<file path="config.mk">
export PLATFORM = sky130hd
export DESIGN_NAME = mem_arbiter
export DESIGN_NICKNAME = d
export VERILOG_FILES = /design/src/rtl/mem_arbiter_pkg.sv /design/src/rtl/mem_arbiter_fill_seq.sv /design/src/rtl/mem_arbiter.sv
export SDC_FILE = /design/constraint.sdc
export NUM_CORES = 1
export LEC_CHECK = 0
export CORE_MARGIN = 4
export CORE_UTILIZATION = 33
export CTS_BUF_LIST = sky130_fd_sc_hd__clkbuf_2
export DETAILED_ROUTE_END_ITERATION = 10
export GPL_TIMING_DRIVEN = 0
export PLACE_DENSITY = 0.84
export SLEW_MARGIN = 20
export SYNTH_ARGS = -nofsm -noshare
export SYNTH_HDL_FRONTEND = slang
export SYNTH_SLANG_ARGS = --single-unit
</file>
<file path="constraint.sdc">
create_clock -name clk -period 2.7 [get_ports clk]
set_input_delay 0.81 -clock clk [delete_from_list [all_inputs] [get_ports clk]]
set_output_delay 0.81 -clock clk [all_outputs]
set_load 0.01 [all_outputs]
</file>
<file path="src/rtl/mem_arbiter_pkg.sv">
// rtl/mem_arbiter_pkg.sv - shared encodings and constants for the main-memory arbiter
package mem_arbiter_pkg;

   localparam int BLOCK_WORDS = 8;
   localparam int MEM_LAT     = 4;
   localparam int OFF_W       = 3;
   localparam int BLK_W       = 12;
   localparam int CNT_W       = OFF_W + 1;

   typedef enum logic [1:0] {
      IDLE = 2'd0,
      FILL = 2'd1,
      TAG  = 2'd2
   } state_e;

   typedef enum logic {
      OWN_I = 1'b0,
      OWN_D = 1'b1
   } owner_e;

   // Block address of a byte address: drops the word offset and byte-select bits.
   function automatic logic [BLK_W-1:0] blk_of(input logic [15:0] addr);
      return addr[15 -: BLK_W];
   endfunction

endpackage

</file>
<file path="src/rtl/mem_arbiter_fill_seq.sv">
// rtl/mem_arbiter_fill_seq.sv - issue/receive counters for one block fill
// Read data is accepted only when a read issued MEM_LAT cycles earlier is due.
module fill_seq
   import mem_arbiter_pkg::*;
#(
   parameter int BLOCK_WORDS = 8,
   parameter int MEM_LAT     = 4
) (
   input  logic             clk,
   input  logic             rst_n,
   input  logic             clear_i,
   input  logic             issue_i,
   input  logic             valid_i,
   output logic [CNT_W-1:0] issue_cnt_o,
   output logic [CNT_W-1:0] recv_cnt_o,
   output logic             issue_done_o,
   output logic             recv_done_o,
   output logic             recv_take_o,
   output logic             recv_last_o
);

   localparam logic [CNT_W-1:0] CNT_FULL = CNT_W'(BLOCK_WORDS);
   localparam logic [CNT_W-1:0] CNT_LAST = CNT_W'(BLOCK_WORDS - 1);

   logic [CNT_W-1:0]   issue_cnt_q, issue_cnt_d;
   logic [CNT_W-1:0]   recv_cnt_q, recv_cnt_d;
   logic [MEM_LAT-1:0] inflight_q, inflight_d;
   logic               issue_step;

   assign issue_done_o = (issue_cnt_q == CNT_FULL);
   assign recv_done_o  = (recv_cnt_q == CNT_FULL);
   assign issue_step   = issue_i & ~issue_done_o;
   assign recv_take_o  = valid_i & inflight_q[MEM_LAT-1] & ~recv_done_o;
   assign recv_last_o  = recv_take_o & (recv_cnt_q == CNT_LAST);
   assign issue_cnt_o  = issue_cnt_q;
   assign recv_cnt_o   = recv_cnt_q;

   always_comb begin
      issue_cnt_d = issue_cnt_q;
      recv_cnt_d  = recv_cnt_q;
      inflight_d  = inflight_q;
      if (clear_i) begin
         issue_cnt_d = '0;
         recv_cnt_d  = '0;
         inflight_d  = '0;
      end else begin
         if (issue_step) begin
            issue_cnt_d = issue_cnt_q + CNT_W'(1);
         end
         if (recv_take_o) begin
            recv_cnt_d = recv_cnt_q + CNT_W'(1);
         end
         inflight_d = (inflight_q << 1) | MEM_LAT'(issue_step);
      end
   end

   always_ff @(posedge clk or negedge rst_n) begin
      if (!rst_n) begin
         issue_cnt_q <= '0;
         recv_cnt_q  <= '0;
         inflight_q  <= '0;
      end else begin
         issue_cnt_q <= issue_cnt_d;
         recv_cnt_q  <= recv_cnt_d;
         inflight_q  <= inflight_d;
      end
   end

endmodule

</file>
<file path="src/rtl/mem_arbiter.sv">
// rtl/mem_arbiter.sv - shares main memory between I-fill, D-fill and D write-through stores
// Stores win in IDLE; a granted fill runs to its tag write without preemption.
module mem_arbiter
   import mem_arbiter_pkg::*;
#(
   parameter int BLOCK_WORDS = 8,
   parameter int MEM_LAT     = 4,
   parameter int ADDR_W      = 16,
   parameter int DATA_W      = 16
) (
   input  logic              clk,
   input  logic              rst_n,
   input  logic              i_miss,
   input  logic [ADDR_W-1:0] i_miss_addr,
   input  logic              d_miss,
   input  logic [ADDR_W-1:0] d_miss_addr,
   input  logic              d_wr_req,
   input  logic [ADDR_W-1:0] d_wr_addr,
   input  logic [DATA_W-1:0] d_wr_data,
   output logic              d_wr_ack,
   output logic              mem_en,
   output logic              mem_wr,
   output logic [ADDR_W-1:0] mem_addr,
   output logic [DATA_W-1:0] mem_wdata,
   input  logic [DATA_W-1:0] mem_rdata,
   input  logic              mem_data_valid,
   output logic [DATA_W-1:0] fill_data,
   output logic [OFF_W-1:0]  fill_word,
   output logic              fill_we_i,
   output logic              fill_we_d,
   output logic              tag_we_i,
   output logic              tag_we_d,
   output logic [BLK_W-1:0]  fill_blk,
   output logic              i_fsm_busy,
   output logic              d_fsm_busy
);

   state_e           state_q, state_d;
   owner_e           owner_q, owner_d;
   logic [BLK_W-1:0] blk_q, blk_d;

   logic             seq_clear;
   logic             seq_issue;
   logic [CNT_W-1:0] issue_cnt;
   logic [CNT_W-1:0] recv_cnt;
   logic             issue_done;
   logic             recv_done;
   logic             recv_take;
   logic             recv_last;
   logic             unused_bits;

   fill_seq #(
      .BLOCK_WORDS (BLOCK_WORDS),
      .MEM_LAT     (MEM_LAT)
   ) u_fill_seq (
      .clk          (clk),
      .rst_n        (rst_n),
      .clear_i      (seq_clear),
      .issue_i      (seq_issue),
      .valid_i      (mem_data_valid),
      .issue_cnt_o  (issue_cnt),
      .recv_cnt_o   (recv_cnt),
      .issue_done_o (issue_done),
      .recv_done_o  (recv_done),
      .recv_take_o  (recv_take),
      .recv_last_o  (recv_last)
   );

   always_comb begin
      state_d   = state_q;
      owner_d   = owner_q;
      blk_d     = blk_q;
      seq_clear = 1'b0;
      seq_issue = 1'b0;
      mem_en    = 1'b0;
      mem_wr    = 1'b0;
      mem_addr  = '0;
      mem_wdata = '0;
      d_wr_ack  = 1'b0;
      fill_data = '0;
      fill_word = '0;
      fill_we_i = 1'b0;
      fill_we_d = 1'b0;
      tag_we_i  = 1'b0;
      tag_we_d  = 1'b0;

      case (state_q)
         IDLE: begin
            if (d_wr_req) begin
               mem_en    = 1'b1;
               mem_wr    = 1'b1;
               mem_addr  = d_wr_addr;
               mem_wdata = d_wr_data;
               d_wr_ack  = 1'b1;
            end else if (d_miss) begin
               blk_d   = blk_of(d_miss_addr);
               owner_d = OWN_D;
               state_d = FILL;
            end else if (i_miss) begin
               blk_d   = blk_of(i_miss_addr);
               owner_d = OWN_I;
               state_d = FILL;
            end
         end

         FILL: begin
            if (!issue_done) begin
               seq_issue = 1'b1;
               mem_en    = 1'b1;
               mem_addr  = ADDR_W'({blk_q, issue_cnt[OFF_W-1:0], 1'b0});
            end
            if (recv_take) begin
               fill_data = mem_rdata;
               fill_word = recv_cnt[OFF_W-1:0];
               fill_we_i = (owner_q == OWN_I);
               fill_we_d = (owner_q == OWN_D);
            end
            if (recv_last) begin
               state_d = TAG;
            end
         end

         TAG: begin
            tag_we_i  = (owner_q == OWN_I);
            tag_we_d  = (owner_q == OWN_D);
            seq_clear = 1'b1;
            state_d   = IDLE;
         end

         default: begin
            seq_clear = 1'b1;
            state_d   = IDLE;
         end
      endcase
   end

   always_ff @(posedge clk or negedge rst_n) begin
      if (!rst_n) begin
         state_q <= IDLE;
         owner_q <= OWN_I;
         blk_q   <= '0;
      end else begin
         state_q <= state_d;
         owner_q <= owner_d;
         blk_q   <= blk_d;
      end
   end

   assign fill_blk   = blk_q;
   assign i_fsm_busy = i_miss | ((state_q != IDLE) & (owner_q == OWN_I));
   assign d_fsm_busy = d_miss | (d_wr_req & ~d_wr_ack)
                     | ((state_q != IDLE) & (owner_q == OWN_D));

   // Offset bits of miss addresses and counter MSBs carry no information here.
   assign unused_bits = ^{i_miss_addr[ADDR_W-BLK_W-1:0], d_miss_addr[ADDR_W-BLK_W-1:0],
                          issue_cnt[CNT_W-1], recv_cnt[CNT_W-1], recv_done};

endmodule

</file>
* Word-level counts from Yosys, hierarchy flattened
Cells that the tools add are included.
** Word-level totals
- Bits in registers :: 27
- Input bits :: 86
- Output and inout port bits :: 72
- Word-level logic and storage cells :: 74
** Cells by class
- $add $sub $neg :: 2
- Equality and inequality tests :: 10
- Mux-type cells :: 34
- Bitwise logic cells :: 16
- Reductions and logical operators :: 6
** Operator list (number)
- 16-bit 2-to-1 mux :: 6
- 16-bit one-hot mux with 2 select lines :: 1
- 12-bit 2-to-1 mux :: 2
- 4-bit 2-to-1 mux :: 5
- 1-bit 2-to-1 mux :: 12
- 4-bit by 1-bit adder with 4-bit output, second input constant :: 2
- 4-bit == test, second input constant :: 2
- 2-bit 2-to-1 mux :: 4
- 1-bit AND :: 7
- 3-bit 2-to-1 mux :: 2
- 3-bit AND reduction :: 2
- 1-bit inverter :: 5
- 4-bit by 3-bit == test with 1-bit output, second input constant :: 1
- 2-bit by 1-bit != test with 1-bit output, second input constant :: 2
- 2-bit != test, second input constant :: 2
- 4-bit by 1-bit bitwise OR with 4-bit output :: 1
- 2-bit one-hot mux with 2 select lines :: 1
- 2-bit nonzero test :: 2
- 3-bit != test, second input constant :: 1
- 1-bit bitwise OR :: 3
- 2-bit by 1-bit == test with 1-bit output, second input constant :: 1
- 2-bit == test, second input constant :: 1
- 2-bit zero test :: 1
- 1-bit one-hot mux with 2 select lines :: 1
- 2-bit OR reduction :: 1

* Logic depth before layout (Yosys ltp)
- Word-level depth :: 6
- Gate-level depth with buffers :: 6
- Depth with buffers taken out :: 5

* By module
A second synthesis with hierarchy kept.
** Unflattened totals
- Cell total of the unflattened synthesis :: 184
- Area, all modules :: 1843.0 um2
** Modules (own cells, without submodules)
- mem_arbiter :: instances 1, cells each 125, area an instance 1238.7 um2, seq. area each 375.4 um2
- fill_seq :: instances 1, cells each 59, area an instance 604.3 um2, seq. area each 300.3 um2

* Worst setup path after synthesis
OpenSTA, ideal clock, no wires.
- Path type :: input to output
- Start point :: input d_wr_req
- End point :: output mem_addr[13]
- Arrival time :: 1634 ps
- Required time :: 1890 ps
- Path slack :: 256 ps
- Cell stages on the path :: 5
- Buffers on the path :: 3
- Path through :: clkbuf_1 and2_1 buf_2 buf_6 a22o_1
** Between the ends
- Word-level cells in the longest chain between the ends :: 2
** Ends and longest elaborated chain
- from (decl) :: RTL line mem_arbiter.sv:17 : input logic d_wr_req,
- 16-bit 2-to-1 mux :: RTL line mem_arbiter.sv:89 : if (d_wr_req) begin
- 16-bit one-hot mux with 2 select lines :: RTL line mem_arbiter.sv:87 : case (state_q)
- to (decl) :: RTL line mem_arbiter.sv:23 : output logic [ADDR_W-1:0] mem_addr,
No other way between the ends.

* Worst setup path after layout
- Start point :: register state_q[1]
- End point :: output fill_we_i
** Between the ends
- Word-level cells in the longest chain between the ends :: 2
** Ends and longest elaborated chain
- from (decl) :: RTL line mem_arbiter.sv:38 : state_e state_q, state_d;
- from (signal assigned) :: RTL line mem_arbiter.sv:143 : state_q <= state_d;
- 2-bit by 1-bit == test with 1-bit output :: RTL line mem_arbiter.sv:87
- 1-bit 2-to-1 mux :: RTL line mem_arbiter.sv:87
- to (decl) :: RTL line mem_arbiter.sv:29 : output logic fill_we_i,
No other way between the ends.

==> run metrics <==
outcome=finished, violations left; failing checks=setup timing; vias in the first global route=1994; syn_area_per_cell=10.4 sq um; Final nets=449; final hold vios=0; Core Region=5240 sq um; vias per cell=4.82; Worst Skew=17.8 ps; placed inst area=3390 sq um; main area contributors after synthesis=dfrtp_1, mux2_2, a22o_1; fin cells=428; total power divided by cell area=870 nW/um^2; FP Rows=26; crit path from=state_q[1]$_DFFE_PN0P_; Final min period=2730 ps; die width=82.3 um; f_max=between 300 and 400 MHz; Pleak=~1.7 nW; reg2reg end=fill_blk[8]$_DFFE_PN0P_; worst-case headroom to the max-slew limit=59.7%; largest net degree at the start of global routing=28; yosys synthesis warning count=0; Netlist cell types=36; first-pass GRT wire length=just over 9000 um; post-synthesis adder-cell area fraction=approximately 2.7%; Slew Viols, Final=0; die height=82.3 um; IO buf count=approximately 150; post-route cell area=about 3600 sq um; post-synthesis sequential area ratio=37.1%; PnR worst setup slack=-31.0 ps; # hold bufs at CTS=0; Tot GR Track Use=17.7%; crit path launch type=flop; reg-to-reg setup timing slack=roughly 850 ps; RSZ-0062 raised after global routing=true; # fillers=445; Area Overhead vs Synth=96.8%; Worst-path clk slew=250 ps; I/O Pins=158; Die Footprint=6780 sq um; placed cells=~390; main combinational cell family by area after synthesis=simple AND/OR/NAND/NOR gates; Starting Density=34.8%; n_diodes=0; TNS Setup=-63.1 ps; number of H-tree levels=1; Mapped Cells=176; total power=3.12 mW; peak supply drop=0.000479 V; GRT overflow=0; clk_lat worst skew=between 300 and 400 ps; crit path DAT=~1900 ps; final-report setup violation count=4; DR iter-0 viols=41; CTS buffer count=3; measured slew at the worst slew-check pin=604 ps; syn nets=266; async set-or-reset flop fraction in the synthesized netlist=100%; Root Driver=clkbuf_2; largest area contributor in the netlist=dfrtp_1; Routed WL=6560 um; RD Place Congestion=0.836; Post-Synth XOR/XNOR Area=0.480%; Synth Area in Simple Gates=22.7%; Crit path required time=1890 ps; synthesized area=1820 sq um; share of the synthesized area in the top cell type=37.1%; most common flop cell mapped by yosys=dfrtp_1; drt pass-1 iters=6; clock sink count=27; antenna violation net count after detailed routing=0; mux cell area share after synthesis=approximately 18%; share of layout cells above drive strength 1=39.9%; R2R cell count=6; Max-Cap Viols=0; initial antenna violation count=0; drt drc=0; register area=678 sq um; Yosys reg bits=27; Longest Clk Path Bufs=2; FF-to-FF Start=state_q[1]$_DFFE_PN0P_; drt wl/cell=15.3 um; HPWL Detailed=4860 um; compound-gate portion of the synthesized area=12.4%; crit path max fanout=5; CTS tree=yes; worst hold path type=input port to async pin; Vias=2064; period utilization=101%; Post-synth EDFFs=0; Crit. End Element=primary output; Multi-input gate area=between 1000 and 1500 sq um; kind of critical path=flop to primary output
-- cell usage in the layout, fill, tap and decap left out, types with 2 or more instances in the layout --
cell type        instances
nand3_1                  2
and2_1                  11
nor3_1                   2
clkdlybuf4s15_1          9
and2_4                   9
a21oi_1                  2
nor2_1                   7
dfrtp_2                  2
mux2_2                  20
buf_6                   23
dfrtp_1                 25
nand2b_1                 4
o21bai_1                 2
clkbuf_2                30
mux2_1                   7
buf_2                   19
inv_1                    4
a22o_1                  15
and3_1                  17
clkbuf_4                 2
buf_4                   24
ha_1                     2
o21ai_0                  2
inv_2                    2
mux2i_1                  3
clkdlybuf4s50_1         87
nor2b_1                  5
-- how the worst max path moves through the flow --
| stage | to | slack [ps] | cells past startpoint |
|---|---|---|---|
| after floorplan | mem_addr[13] | 260 | 5 |
| after global placement | mem_addr[9] | -970 | 7 |
| after detailed placement | mem_addr[9] | -1000 | 7 |
| after CTS | fill_we_i | -90 | 8 |
| after global routing | fill_we_i | -170 | 8 |
| final | fill_we_i | -30 | 8 |
-- cell families (layout without fill, tap and decap cells) --
logic type	after synthesis	in the layout
fa+ha+maj	4	4
mux	30	30
simple gates	67	67
xor+xnor	1	1
flops	27	27
buf+inv	21	203
compound gates	26	26
-- critical path, cell delays in order, from the launching register on --
cell	delay (ps)
dfrtp_1	420
buf_6	120
nand2b_4	160
a311oi_4	280
buf_4	180
buf_6	90
buf_6	80
nor2b_1	100
buf_2	140
-- state kept, by name, summed over array words and instances (netlist names) --
signal                  flops
state_q                     2
u_fill_seq.recv_cnt_o       4
u_fill_seq.inflight_q       4
fill_blk                   12
u_fill_seq.issue_cnt_o      4
owner_q                     1
-- through the flow --
step	utilization [%]	hold slack, ps	worst slack [ps]
after floorplan	-	439	256
after global placement	64.8	448	-966
after detailed placement	64.7	475	-995
after CTS	68.4	421	-86.6
after global routing	68.5	430	-172
final	68.5	423	-31.0
-- final cells by class --
class                      instances  area share (%)
timing repair buffer             181            44.1
multi-input combinational        128            30.4
tap                               70            2.44
sequential                        27            18.9
clock buffer                       4           0.558
buffer                            12            2.93
inverter                           6           0.628
-- report_power, final --
part | total [mW] | switching (mW) | internal, mW
logic | 2.20 | 0.931 | 1.27
clock network | 0.153 | 0.114 | 0.0391
registers | 0.770 | 0.167 | 0.603
total | 3.12 | 1.21 | 1.91
-- timing repair --
action | in CTS | in global routing
buffers inserted | 25 | 4
pin swaps | 6 | 8
resized for setup | 166 | 86
gates cloned | 2 | 2
setup endpoints to repair | 60 | 34
-- layer usage --
metal	wire length [um]	vias up	share of wire [%]	global-route usage, %
li1	-	988	-	-
met1	2400	967	37	20.4
met2	3290	101	50	31.7
met3	790	8	12	5.10
met4	82	0	1.2	4.65
met5	0	-	0	0
-- cells in the mapped netlist (4+ instances only) --
master,instances
nor2b_1,5
nand2b_1,4
nor2_1,8
dfrtp_1,27
a22o_1,15
ha_1,4
and2_1,20
and3_1,17
clkbuf_1,5
mux2_1,7
buf_2,5
inv_1,6
mux2_2,20
No activity file was read; power rests on OpenSTA's default activity.
